===== src/rtl/alu_op_issuer_if.sv =====
// Request/ALU/response bundle for alu_op_issuer; RespOvf exists only with ALU_ISSUER_OVF_EN.
// master = upstream/ALU/downstream environment, slave = the issuer.
interface alu_op_issuer_if #(
    parameter int TAG_W = 4
);
    logic             ReqValid;
    logic             ReqReady;
    logic [2:0]       ReqOp;
    logic [63:0]      ReqA;
    logic [63:0]      ReqB;
    logic [15:0]      ReqImm16;
    logic [1:0]       ReqHw;
    logic [TAG_W-1:0] ReqTag;
    logic [63:0]      AluBusA;
    logic [63:0]      AluBusB;
    logic [3:0]       AluCtrl;
    logic [63:0]      AluBusW;
    logic             AluZero;
    logic             RespValid;
    logic             RespReady;
    logic [63:0]      RespData;
    logic             RespZero;
    logic [TAG_W-1:0] RespTag;
    logic             RespErr;
`ifdef ALU_ISSUER_OVF_EN
    logic             RespOvf;

    modport master (
        output ReqValid, ReqOp, ReqA, ReqB, ReqImm16, ReqHw, ReqTag, AluBusW, AluZero, RespReady,
        input  ReqReady, AluBusA, AluBusB, AluCtrl, RespValid, RespData, RespZero, RespTag, RespErr,
               RespOvf
    );
    modport slave (
        input  ReqValid, ReqOp, ReqA, ReqB, ReqImm16, ReqHw, ReqTag, AluBusW, AluZero, RespReady,
        output ReqReady, AluBusA, AluBusB, AluCtrl, RespValid, RespData, RespZero, RespTag, RespErr,
               RespOvf
    );
`else
    modport master (
        output ReqValid, ReqOp, ReqA, ReqB, ReqImm16, ReqHw, ReqTag, AluBusW, AluZero, RespReady,
        input  ReqReady, AluBusA, AluBusB, AluCtrl, RespValid, RespData, RespZero, RespTag, RespErr
    );
    modport slave (
        input  ReqValid, ReqOp, ReqA, ReqB, ReqImm16, ReqHw, ReqTag, AluBusW, AluZero, RespReady,
        output ReqReady, AluBusA, AluBusB, AluCtrl, RespValid, RespData, RespZero, RespTag, RespErr
    );
`endif
endinterface


===== src/rtl/alu_op_issuer.sv =====
// One-at-a-time ALU issuer: response ALU_SETTLE_CYCLES+1 edges after accept (1 for illegal ops),
// held until RespReady; no new request accepted until the response handshakes. Option: ALU_ISSUER_OVF_EN.
module alu_op_issuer #(
    parameter int ALU_SETTLE_CYCLES = 1,
    parameter int TAG_W             = 4
) (
    input  logic           CLK,
    input  logic           Reset,
    alu_op_issuer_if.slave bus
);
    typedef enum logic [1:0] {IDLE, DRIVE, RESP} state_t;

    localparam logic [3:0] SETTLE = 4'(ALU_SETTLE_CYCLES);

    state_t           state;
    logic [3:0]       settle_cnt;
    logic             req_ready;
    logic             resp_valid;
    logic [63:0]      alu_a;
    logic [63:0]      alu_b;
    logic [3:0]       alu_ctrl;
    logic [63:0]      resp_data;
    logic             resp_zero;
    logic [TAG_W-1:0] resp_tag;
    logic             resp_err;

    logic             op_legal;
    logic [3:0]       enc_ctrl;
    logic [63:0]      enc_a;
    logic [63:0]      enc_b;

    always_comb begin
        op_legal = 1'b1;
        enc_ctrl = 4'b0000;
        enc_a    = bus.ReqA;
        enc_b    = bus.ReqB;
        case (bus.ReqOp)
            3'd0: enc_ctrl = 4'b0000;
            3'd1: enc_ctrl = 4'b0001;
            3'd2: enc_ctrl = 4'b0010;
            3'd3: enc_ctrl = 4'b0110;
            3'd4: begin
                enc_ctrl = 4'b0111;
                enc_a    = '0;
            end
            3'd5: begin
                // MOVZ packs imm16 and halfword select where the ALU's decoder expects them
                enc_ctrl = 4'b1000;
                enc_a    = {41'b0, bus.ReqHw, bus.ReqImm16, 5'b0};
                enc_b    = '0;
            end
            default: op_legal = 1'b0;
        endcase
    end

`ifdef ALU_ISSUER_OVF_EN
    logic resp_ovf;
    logic ovf_next;

    always_comb begin
        ovf_next = 1'b0;
        if (alu_ctrl == 4'b0010)
            ovf_next = (alu_a[63] == alu_b[63]) && (bus.AluBusW[63] != alu_a[63]);
        else if (alu_ctrl == 4'b0110)
            ovf_next = (alu_a[63] != alu_b[63]) && (bus.AluBusW[63] != alu_a[63]);
    end

    always_ff @(posedge CLK) begin
        if (Reset)
            resp_ovf <= 1'b0;
        else if (state == IDLE && bus.ReqValid)
            resp_ovf <= 1'b0;
        else if (state == DRIVE && settle_cnt == 4'd1)
            resp_ovf <= ovf_next;
    end

    assign bus.RespOvf = resp_ovf;
`endif

    always_ff @(posedge CLK) begin
        if (Reset) begin
            state      <= IDLE;
            settle_cnt <= '0;
            req_ready  <= 1'b1;
            resp_valid <= 1'b0;
            alu_a      <= '0;
            alu_b      <= '0;
            alu_ctrl   <= 4'b0000;
            resp_data  <= '0;
            resp_zero  <= 1'b0;
            resp_tag   <= '0;
            resp_err   <= 1'b0;
        end else begin
            case (state)
                IDLE: begin
                    if (bus.ReqValid) begin
                        req_ready <= 1'b0;
                        resp_tag  <= bus.ReqTag;
                        if (op_legal) begin
                            alu_a      <= enc_a;
                            alu_b      <= enc_b;
                            alu_ctrl   <= enc_ctrl;
                            settle_cnt <= SETTLE;
                            state      <= DRIVE;
                        end else begin
                            resp_err   <= 1'b1;
                            resp_data  <= '0;
                            resp_zero  <= 1'b0;
                            resp_valid <= 1'b1;
                            state      <= RESP;
                        end
                    end
                end
                DRIVE: begin
                    settle_cnt <= settle_cnt - 4'd1;
                    if (settle_cnt == 4'd1) begin
                        resp_data  <= bus.AluBusW;
                        resp_zero  <= bus.AluZero;
                        resp_err   <= 1'b0;
                        resp_valid <= 1'b1;
                        state      <= RESP;
                    end
                end
                RESP: begin
                    if (bus.RespReady) begin
                        resp_valid <= 1'b0;
                        req_ready  <= 1'b1;
                        state      <= IDLE;
                    end
                end
                default: state <= IDLE;
            endcase
        end
    end

    assign bus.ReqReady  = req_ready;
    assign bus.RespValid = resp_valid;
    assign bus.AluBusA   = alu_a;
    assign bus.AluBusB   = alu_b;
    assign bus.AluCtrl   = alu_ctrl;
    assign bus.RespData  = resp_data;
    assign bus.RespZero  = resp_zero;
    assign bus.RespTag   = resp_tag;
    assign bus.RespErr   = resp_err;
endmodule


===== src/flat_wrapper.sv =====
// flat-port wrapper written by rule: the top's interface ports become plain ports
module alu_op_issuer_flat 
#(
    parameter int ALU_SETTLE_CYCLES = 1,
    parameter int TAG_W             = 4
)
  (CLK, Reset, bus_ReqValid, bus_ReqOp, bus_ReqA, bus_ReqB, bus_ReqImm16, bus_ReqHw, bus_ReqTag, bus_AluBusW, bus_AluZero, bus_RespReady, bus_ReqReady, bus_AluBusA, bus_AluBusB, bus_AluCtrl, bus_RespValid, bus_RespData, bus_RespZero, bus_RespTag, bus_RespErr);
  alu_op_issuer_if #(.TAG_W(TAG_W)) bus_i ();
  input  logic CLK;
  input  logic Reset;
  input wire logic [$bits(bus_i.ReqValid)-1:0] bus_ReqValid;
  input wire logic [$bits(bus_i.ReqOp)-1:0] bus_ReqOp;
  input wire logic [$bits(bus_i.ReqA)-1:0] bus_ReqA;
  input wire logic [$bits(bus_i.ReqB)-1:0] bus_ReqB;
  input wire logic [$bits(bus_i.ReqImm16)-1:0] bus_ReqImm16;
  input wire logic [$bits(bus_i.ReqHw)-1:0] bus_ReqHw;
  input wire logic [$bits(bus_i.ReqTag)-1:0] bus_ReqTag;
  input wire logic [$bits(bus_i.AluBusW)-1:0] bus_AluBusW;
  input wire logic [$bits(bus_i.AluZero)-1:0] bus_AluZero;
  input wire logic [$bits(bus_i.RespReady)-1:0] bus_RespReady;
  output wire logic [$bits(bus_i.ReqReady)-1:0] bus_ReqReady;
  output wire logic [$bits(bus_i.AluBusA)-1:0] bus_AluBusA;
  output wire logic [$bits(bus_i.AluBusB)-1:0] bus_AluBusB;
  output wire logic [$bits(bus_i.AluCtrl)-1:0] bus_AluCtrl;
  output wire logic [$bits(bus_i.RespValid)-1:0] bus_RespValid;
  output wire logic [$bits(bus_i.RespData)-1:0] bus_RespData;
  output wire logic [$bits(bus_i.RespZero)-1:0] bus_RespZero;
  output wire logic [$bits(bus_i.RespTag)-1:0] bus_RespTag;
  output wire logic [$bits(bus_i.RespErr)-1:0] bus_RespErr;
  assign bus_i.ReqValid = bus_ReqValid;
  assign bus_i.ReqOp = bus_ReqOp;
  assign bus_i.ReqA = bus_ReqA;
  assign bus_i.ReqB = bus_ReqB;
  assign bus_i.ReqImm16 = bus_ReqImm16;
  assign bus_i.ReqHw = bus_ReqHw;
  assign bus_i.ReqTag = bus_ReqTag;
  assign bus_i.AluBusW = bus_AluBusW;
  assign bus_i.AluZero = bus_AluZero;
  assign bus_i.RespReady = bus_RespReady;
  assign bus_ReqReady = bus_i.ReqReady;
  assign bus_AluBusA = bus_i.AluBusA;
  assign bus_AluBusB = bus_i.AluBusB;
  assign bus_AluCtrl = bus_i.AluCtrl;
  assign bus_RespValid = bus_i.RespValid;
  assign bus_RespData = bus_i.RespData;
  assign bus_RespZero = bus_i.RespZero;
  assign bus_RespTag = bus_i.RespTag;
  assign bus_RespErr = bus_i.RespErr;
  alu_op_issuer #(.ALU_SETTLE_CYCLES(ALU_SETTLE_CYCLES), .TAG_W(TAG_W)) u_core (.CLK(CLK), .Reset(Reset), .bus(bus_i));
endmodule

===== config.mk =====
export PLATFORM = sky130hd
export DESIGN_NAME = alu_op_issuer_flat
export DESIGN_NICKNAME = d
export VERILOG_FILES = /design/src/rtl/alu_op_issuer_if.sv /design/src/rtl/alu_op_issuer.sv /design/src/flat_wrapper.sv
export SDC_FILE = /design/constraint.sdc
export NUM_CORES = 1
export LEC_CHECK = 0
export ABC_CLOCK_PERIOD_IN_PS = 4200
export CORE_AREA = 2 2 164 166
export DETAILED_ROUTE_END_ITERATION = 16
export DIE_AREA = 0 0 166 168
export PLACE_DENSITY = 0.66
export SETUP_SLACK_MARGIN = 0.5
export SLEW_MARGIN = 20
export SYNTH_ARGS = -nofsm -noshare
export SYNTH_HDL_FRONTEND = slang
export SYNTH_SLANG_ARGS = --single-unit

===== constraint.sdc =====
create_clock -name CLK -period 4.2 [get_ports CLK]
set_input_delay 1.26 -clock CLK [delete_from_list [all_inputs] [get_ports CLK]]
set_output_delay 1.26 -clock CLK [all_outputs]
set_load 0.01 [all_outputs]

Word-level counts from Yosys, hierarchy flattened

Index checks and enable logic that the tools add are counted.

Register bits after elaboration: 210
Output and inout bits: 204
Logic and storage cells: 68

Mux-type cells: 30
Eq/ne operators: 13
Reductions and logical operators: 13
Add/subtract/negate cells: 1

Operators with widths:

| operator                                                                 | number |
|---|---|
| 64-bit 2-to-1 mux                                                        | 4 |
| 64-bit case mux with 2 select lines                                      | 2 |
| 4-bit case mux with 5 select lines                                       | 1 |
| 3-bit AND reduction                                                      | 4 |
| 1-bit 2-to-1 mux                                                         | 11 |
| 2-bit 2-to-1 mux                                                         | 4 |
| 4-bit 2-to-1 mux                                                         | 2 |
| 4-bit case mux with 2 select lines                                       | 1 |
| 3-bit by 2-bit == test with 1-bit output (second input constant)         | 2 |
| 3-bit == test (second input constant)                                    | 2 |
| 2-bit inequality test (second input constant)                            | 3 |
| 1-bit case mux with 2 select lines                                       | 3 |
| 2-bit case mux with 3 select lines                                       | 1 |
| 6-bit OR reduction                                                       | 1 |
| 5-bit AND reduction                                                      | 1 |
| 4-bit by 1-bit == test with 1-bit output (second input constant)         | 1 |
| 2-bit by 1-bit inequality test with 1-bit output (second input constant) | 2 |
| 4-bit AND reduction                                                      | 1 |
| 2-bit nonzero test                                                       | 2 |
| 4-bit by 1-bit subtractor with 4-bit output (second input constant)      | 1 |
| 3-bit by 1-bit == test with 1-bit output (second input constant)         | 1 |
| 3-bit logical NOT                                                        | 1 |
| 1-bit case mux with 3 select lines                                       | 1 |
| 3-bit nonzero test                                                       | 1 |
| other kinds (4)                                                          | 4 |

Depth between registers and ports, before layout

Depth after elaboration: 6
Depth in mapped cells: 7
Depth with buffers taken out: 5

Least setup slack after synthesis

No wires, ideal clock.

Kind: input -> register
Start: input port bus_ReqOp[1]
End: register u_core.state[1]
Stages: 6
Slack: 1.803 ns
Setup time: 0.115 ns
Buffers on the path: 3
Data arrival time: 2.282 ns
Data required time: 4.085 ns
Path through: buf_2 > and2_1 > buf_2 > o221a_2 > buf_6 > o21ba_2

Word-level cells in the longest chain between the ends: 6
Elaborated cells on any way between the ends: 11
Classes of those cells: eq/ne: 5; mux: 4; reduce/logical: 2

RTL lines:

| element                                                                | line                 | text |
|---|---|---|
| start: declaration                                                     | flat_wrapper.sv:12   | `input wire logic [$bits(bus_i.ReqOp)-1:0] bus_ReqOp;` |
| 3-bit by 1-bit == test with 1-bit output, or another cell as far along | alu_op_issuer.sv:37  | `case (bus.ReqOp)` |
| 6-bit OR reduction (no source line) (*)                                | -                    |  |
| 1-bit 2-to-1 mux (*)                                                   | alu_op_issuer.sv:37  |  |
| 2-bit 2-to-1 mux (*)                                                   | alu_op_issuer.sv:99  | `if (op_legal) begin` |
| 2-bit 2-to-1 mux (*)                                                   | alu_op_issuer.sv:96  | `if (bus.ReqValid) begin` |
| 2-bit case mux with 3 select lines (*)                                 | alu_op_issuer.sv:94  | `case (state)` |
| end signal: assignment                                                 | alu_op_issuer.sv:104 | `state <= DRIVE;` |
| end signal: assignment                                                 | alu_op_issuer.sv:110 | `state <= RESP;` |
| end signal: assignment                                                 | alu_op_issuer.sv:121 | `state <= RESP;` |
| end: declaration                                                       | alu_op_issuer.sv:15  | `state_t state;` |

Mark *: on every way between the ends. The rest lies on a longest branch, timed or not. The select of a mux whose other input is x is not followed.
A chain may end at the register's enable or synchronous reset.

Worst setup path after layout

Start: input port bus_ReqValid
End: register u_core.alu_a[61], in the netlist u_core.bus.AluBusA[61]

Word-level cells in the longest chain between the ends: 1

RTL lines:

| element                              | line                 | text |
|---|---|---|
| start: declaration                   | flat_wrapper.sv:11   | `input wire logic [$bits(bus_i.ReqValid)-1:0] bus_ReqValid;` |
| 3-bit AND reduction (no source line) | -                    |  |
| end signal: assignment               | alu_op_issuer.sv:100 | `alu_a <= enc_a;` |
| end: declaration                     | alu_op_issuer.sv:19  | `logic [63:0] alu_a;` |

No other way between the ends.

==> results_dict.tcl <==
set metrics [dict create \
    slew_viol_final 0 \
    grtUsageTotal 0.1956 \
    final_common_cell "clkdlybuf4s50_1" \
    holdBufCountCts 0 \
    wl_met1_mm 12.31 \
    p_leak_uw 0.004476 \
    setup_tns_ns 0 \
    diodes 0 \
    period_share 0.7031 \
    synth-seq-cells 210 \
    yosysWarnings 0 \
    pwr-share-comb 0.166 \
    cpMaxStageDelayCell "or3b_4" \
    antenna_found_initial 0 \
    fillers 2400 \
    wl_met2_mm 13.48 \
    cts_tree "yes" \
    timing.fmax_mhz 338.6 \
    post_cts_resized 0 \
    place_area_mm2 0.01260 \
    cp_data_arrival_time_ns 3.38 \
    cts_setup_buffers 0 \
    rsz0062_at_grt "no" \
    dr_total_vias 8390 \
    fp.dieW_um 166 \
    syn-cell-area_mm2 0.008252 \
    drtPass1Iterations 5 \
    fin_cells 1642 \
    pwr-share-seq 0.415 \
    dp_cells 1598 \
    cts_buffers 25 \
    nets 1508 \
    place.gp.congestion 0.7860 \
    p_sw_frac 0.2536 \
    drt-vias-per-instance 5.110 \
    internal-power_uw 3882 \
    hpwl_mm 18.84 \
    ys_seq_area_frac 0.5095 \
    gr-total-overflow 0 \
    initial_core_util 0.3132 \
    htreeDepth 1 \
    hp-class "register to register" \
    final_area_mm2 0.01343 \
    dp_slack_ns 0.7431 \
    final-hold-violation-count 0 \
    core_mm2 0.02635 \
    cp_cell_sequence "clkdlybuf4s50_1, or3b_4, buf_4, o21ai_0, a21oi_1" \
    remaining_drc_errors 0 \
    grt_pass1_vias 8080 \
    wirelength_mm 29.19 \
    finish.utilization 0.5095 \
    fin_worst_skew_ns 0.01624 \
    mostFrequentLayoutCells "clkdlybuf4s50_1, dfxtp_1, o21ai_0" \
    path_class "input pin to register" \
    maxCapViolations 0 \
    pwr-share-clk 0.418 \
    cp_data_required_time_ns 4.62 \
    clock_path_buffers 3 \
    async_flop_share 0 \
    worstPathMaxFanout 84 \
    syn2layout_area_growth_pct 62.71 \
    min_period_ns 2.953 \
    syn_nets 1148 \
    p_sw_uw 1319 \
    grt_first_pass_wirelength_mm 45.22 \
    peakVddDrop_uv 234.0 \
    die_area_mm2 0.02789 \
    clock_latency_ns 0.52 \
    finalSetupViolCount 0 \
    topRoutingLayerUsed "met4" \
    rows 60 \
    grt_max_degree 138 \
    endpoint_kind "register" \
    cts_root_buffer "clkbuf_16" \
    numPortBuffers 425 \
    synth_cells 924 \
    cts_sinks 210 \
    synth_enable_flop_cells 0 \
    path_clk_slew_ns 0.06 \
    pin_count 426 \
    drt-initial-drc-count 775 \
    fin_ws_ns 1.247 \
    dieHeight_um 168 \
    p_per_area_mw_per_mm2 387.3 \
    cp-start-kind "input pin" \
    wl_per_cell_um 17.78 \
    synthesis.area_per_instance_um2 8.930 \
    worst_slew_pin_slew_ns 0.9335 \
    ys.flop_type "dfxtp_1" \
    synth_cell_types 43 \
    slew_headroom 0.3777 \
    cp_slowest_stage_delay_ns 0.90 \
    wl_met3_mm 2.425 \
    layout-drive-gt1-share 0.04996 \
    status "completed" \
    ant_nets 0 \
]
==> cell usage after synthesis, types with 2 or more instances <==
cell | instances | area [µm²]
a211oi_1 | 2 | 15.01
a21oi_1 | 124 | 620.6
a31oi_1 | 19 | 118.9
and2_1 | 2 | 12.51
buf_2 | 26 | 130.1
buf_4 | 2 | 15.01
buf_6 | 9 | 101.4
clkbuf_1 | 66 | 247.7
dfxtp_1 | 210 | 4204
ha_1 | 2 | 25.02
inv_1 | 5 | 18.77
nand2_1 | 55 | 206.5
nand2b_1 | 68 | 425.4
nand3_1 | 38 | 190.2
nand4_1 | 65 | 406.6
nor2_1 | 2 | 7.510
nor2b_1 | 3 | 18.77
nor3_1 | 2 | 10.01
nor3b_1 | 2 | 15.01
o21ai_0 | 134 | 670.6
o2bb2ai_1 | 65 | 569.3
xnor2_1 | 2 | 17.52
==> registers in the layout, indices dropped and copies added, names as in the netlist <==
signal	cells
u_core.bus.RespZero	1
u_core.state	2
u_core.bus.RespTag	4
u_core.bus.RespValid	1
u_core.bus.RespErr	1
u_core.bus.AluBusB	64
u_core.bus.AluCtrl	4
u_core.settle_cnt	4
u_core.bus.RespData	64
u_core.bus.ReqReady	1
u_core.bus.AluBusA	64
==> cells by family after synthesis <==
kind of cell | count (synthesis) | share of synthesized area
AND/OR/NAND/NOR | 245 | 0.1680
XOR/XNOR | 2 | 0.002123
multiplexers | 1 | 0.001213
adder cells (fa/ha/maj) | 2 | 0.003032
AO/OA/AOI/OAI | 355 | 0.2534
buffers and inverters | 109 | 0.06277
flip-flops | 210 | 0.5095
==> area by class of cell <==
type | instances | area [µm²] | share of cell area
clock buffer | 34 | 719.4 | 0.05358
clock inverter | 10 | 106.4 | 0.007921
inverter | 5 | 18.77 | 0.001398
multi-input combinational | 605 | 3543 | 0.2639
sequential | 210 | 4204 | 0.3131
tap | 341 | 426.7 | 0.03178
timing repair buffer | 437 | 4408 | 0.3283
==> through the flow <==
| step | hold WS [ns] | total power (µW) |
|---|---|---|
| finish | 0.4589 | 5200 |
| CTS | 0.4598 | 5269 |
| floorplan | 0.4805 | 2569 |
| global route | 0.4727 | 5426 |
| detailed placement | 0.4519 | 3069 |
| global placement | 0.4455 | 3064 |
==> power by group through the flow <==
stage,Clock [µW],Sequential (µW),Combinational (µW)
finish,2180,2160,866
global route,2320,2170,931
floorplan,0,2240,330
global placement,0,2200,866
detailed placement,0,2200,867
CTS,2240,2160,873
==> final timing paths <==
check                                          start                                  end  slack [ns]  depth (start not counted)
hold / removal    u_core.bus.RespTag[0]$_SDFFE_PP0P_   u_core.bus.RespTag[0]$_SDFFE_PP0P_        0.46                          2
setup / recovery                        bus_ReqValid  u_core.bus.AluBusA[61]$_SDFFE_PP0P_        1.25                          5
setup reg to reg        u_core.state[0]$_SDFFE_PP0P_  u_core.bus.AluBusA[61]$_SDFFE_PP0P_        1.84                          4
hold reg to reg   u_core.bus.RespTag[0]$_SDFFE_PP0P_   u_core.bus.RespTag[0]$_SDFFE_PP0P_        0.46                          2
==> metal layers <==
layer | global-route usage | vias to the layer above
li1 | - | 4061
met1 | 0.2451 | 3906
met2 | 0.3175 | 365
met3 | 0.06347 | 58
met4 | 0.06767 | 0
met5 | 0 | -
==> critical path: cells and delay by family <==
kind / cells / cell delay (ns)
simple gates: 1 / 0.90
compound gates: 2 / 0.29
buf+inv: 2 / 0.91
Note: power is estimated with default switching activity, not from simulation.
==> RTL edit, RTL diff (same settings) <==
Re-encode `state_t` (3 states) as one-hot, 3 bits wide.
--- a/src/rtl/alu_op_issuer.sv
+++ b/src/rtl/alu_op_issuer.sv
@@ -8,7 +8,7 @@
     input  logic           Reset,
     alu_op_issuer_if.slave bus
 );
-    typedef enum logic [1:0] {IDLE, DRIVE, RESP} state_t;
+    typedef enum logic [2:0] {IDLE = 3'b001, DRIVE = 3'b010, RESP = 3'b100} state_t;
 
     localparam logic [3:0] SETTLE = 4'(ALU_SETTLE_CYCLES);
 
Behaviour: no difference found for any inputs over 4 cycles, from zero or initial values and one cycle with Reset high; so few cycles prove little.
==> RTL edit against the unedited design <==
  * First-iteration DRC count up 2.6%
  * Cell count rose by 5.0%
  * Total power up 7.9%
  * Global-route usage is 3.0 points higher
  * Sequential cell count up 1
  * Synthesized cell count rose by 12%
  * Area after synthesis is 12% higher
  * Wire length grew 16%
  * Setup slack improved by 10 ps
  * Cell area grew 7.9%
  * Utilization rose by 4.0 points
  * Critical endpoint is now u_core.settle_cnt[3]$_SDFFE_PP0P_
  * Sequential power rose by 2%
==> RTL edit: results <==
group,metric,value,unit
critical_path,path_max_fanout,63,
yosys,postSynthNetCount,1257,
final_layout,fillers,2410,
drt,dr.pass1.iters,4,
yosys,synthTopCellsByCount,"dfxtp_1 (211), a21oi_1 (144), o21ai_0 (116)",
timing,clock_skew,8.06,ps
global_routing,grt_pass1_wl,51900,um
drt,via_per_inst,5.55,
yosys,synthCells,1033,
global_routing,grt_max_degree,148,
yosys,synth.distinct_cells,40,
global_routing,grt_pass1_vias,9082,
drt,drtIter0Drc,795,
drt,wl,33800,um
final_layout,drive_gt1_frac,0.0795,
power,leakagePower,4.87,nW
yosys,ys_seq_area_frac,0.456,
placement,dp_cells,1679,
placement,gp_congestion,0.807,
run_status,outcome,"finished clean",
critical_path,worstPathArrival,3360,ps
yosys,synthTopCellsByArea,"dfxtp_1 (46%), nand4b_1 (7.9%), a21oi_1 (7.8%)",
global_routing,grtUsageTotal,0.226,
final_layout,nets,1589,
placement,postPlaceCellArea,13600,um2
placement,dp_hpwl,21500,um
clocking,cts_resized,0,
-- RTL edit: changes by cell type after synthesis, sizes merged, moves of 26 or more --
| cell | change |
|---|---|
| nand4 | +45 |
| nand3 | -38 |
| clkbuf | +28 |
| o2bb2ai | -65 |
| nand2b | -64 |
| nand2 | -26 |
| o41ai | +65 |
| nand4b | +84 |
| inv | +63 |
-- RTL edit: final timing paths --
check,start,end,slack [ps],cells past startpoint
worst max-delay path,bus_ReqOp[2],u_core.settle_cnt[3]$_SDFFE_PP0P_,1260,5
worst min-delay path,u_core.bus.ReqReady$_SDFFE_PP1P_,u_core.bus.ReqReady$_SDFFE_PP1P_,440,2
worst max register to register,u_core.settle_cnt[0]$_SDFFE_PP0P_,u_core.bus.RespData[14]$_SDFFE_PP0P_,1840,5
worst min register to register,u_core.bus.ReqReady$_SDFFE_PP1P_,u_core.bus.ReqReady$_SDFFE_PP1P_,440,2
-- RTL edit: per-layer routing --
metal / up-vias / share of wire / GRT usage
li1: 4542 / - / -
met1: 4546 / 0.41 / 0.285
met2: 416 / 0.47 / 0.363
met3: 69 / 0.086 / 0.0705
met4: 0 / 0.034 / 0.0843
met5: - / 0 / 0
-- RTL edit: cells by family after synthesis --
logic type	synth area share
buf+inv	0.0970
mux	0.00108
fa+ha+maj	0.00270
compound gates	0.252
xor+xnor	0.000945
flops	0.456
simple gates	0.190
-- RTL edit: report_power, final --
group          leakage, nW  total [mW]  switching (mW)  internal, mW
sequential            1.72        2.20          0.0760          2.13
combinational         2.72        1.14           0.581         0.556
clock                0.431        2.27           0.865          1.41
-- RTL edit: metrics by stage --
step                      utilization  worst slack (ps)
after floorplan                     -              1750
after global placement          0.517               722
after detailed placement        0.517               714
after CTS                       0.550              1280
after global routing            0.550              1060
final                           0.550              1260
-- RTL edit: area by class of cell --
class / instances / area, um2 / area share
clock buffer: 31 / 688 / 0.0475
clock inverter: 14 / 180 / 0.0124
inverter: 68 / 255 / 0.0176
multi-input combinational: 612 / 4200 / 0.290
sequential: 211 / 4220 / 0.292
tap: 341 / 427 / 0.0295
timing repair buffer: 447 / 4510 / 0.311
-- RTL edit: critical path, stage by stage --
cell	delay, ps
clkdlybuf4s50_1	750
and2_2	330
buf_4	510
o21ai_0	210
a311oi_1	270
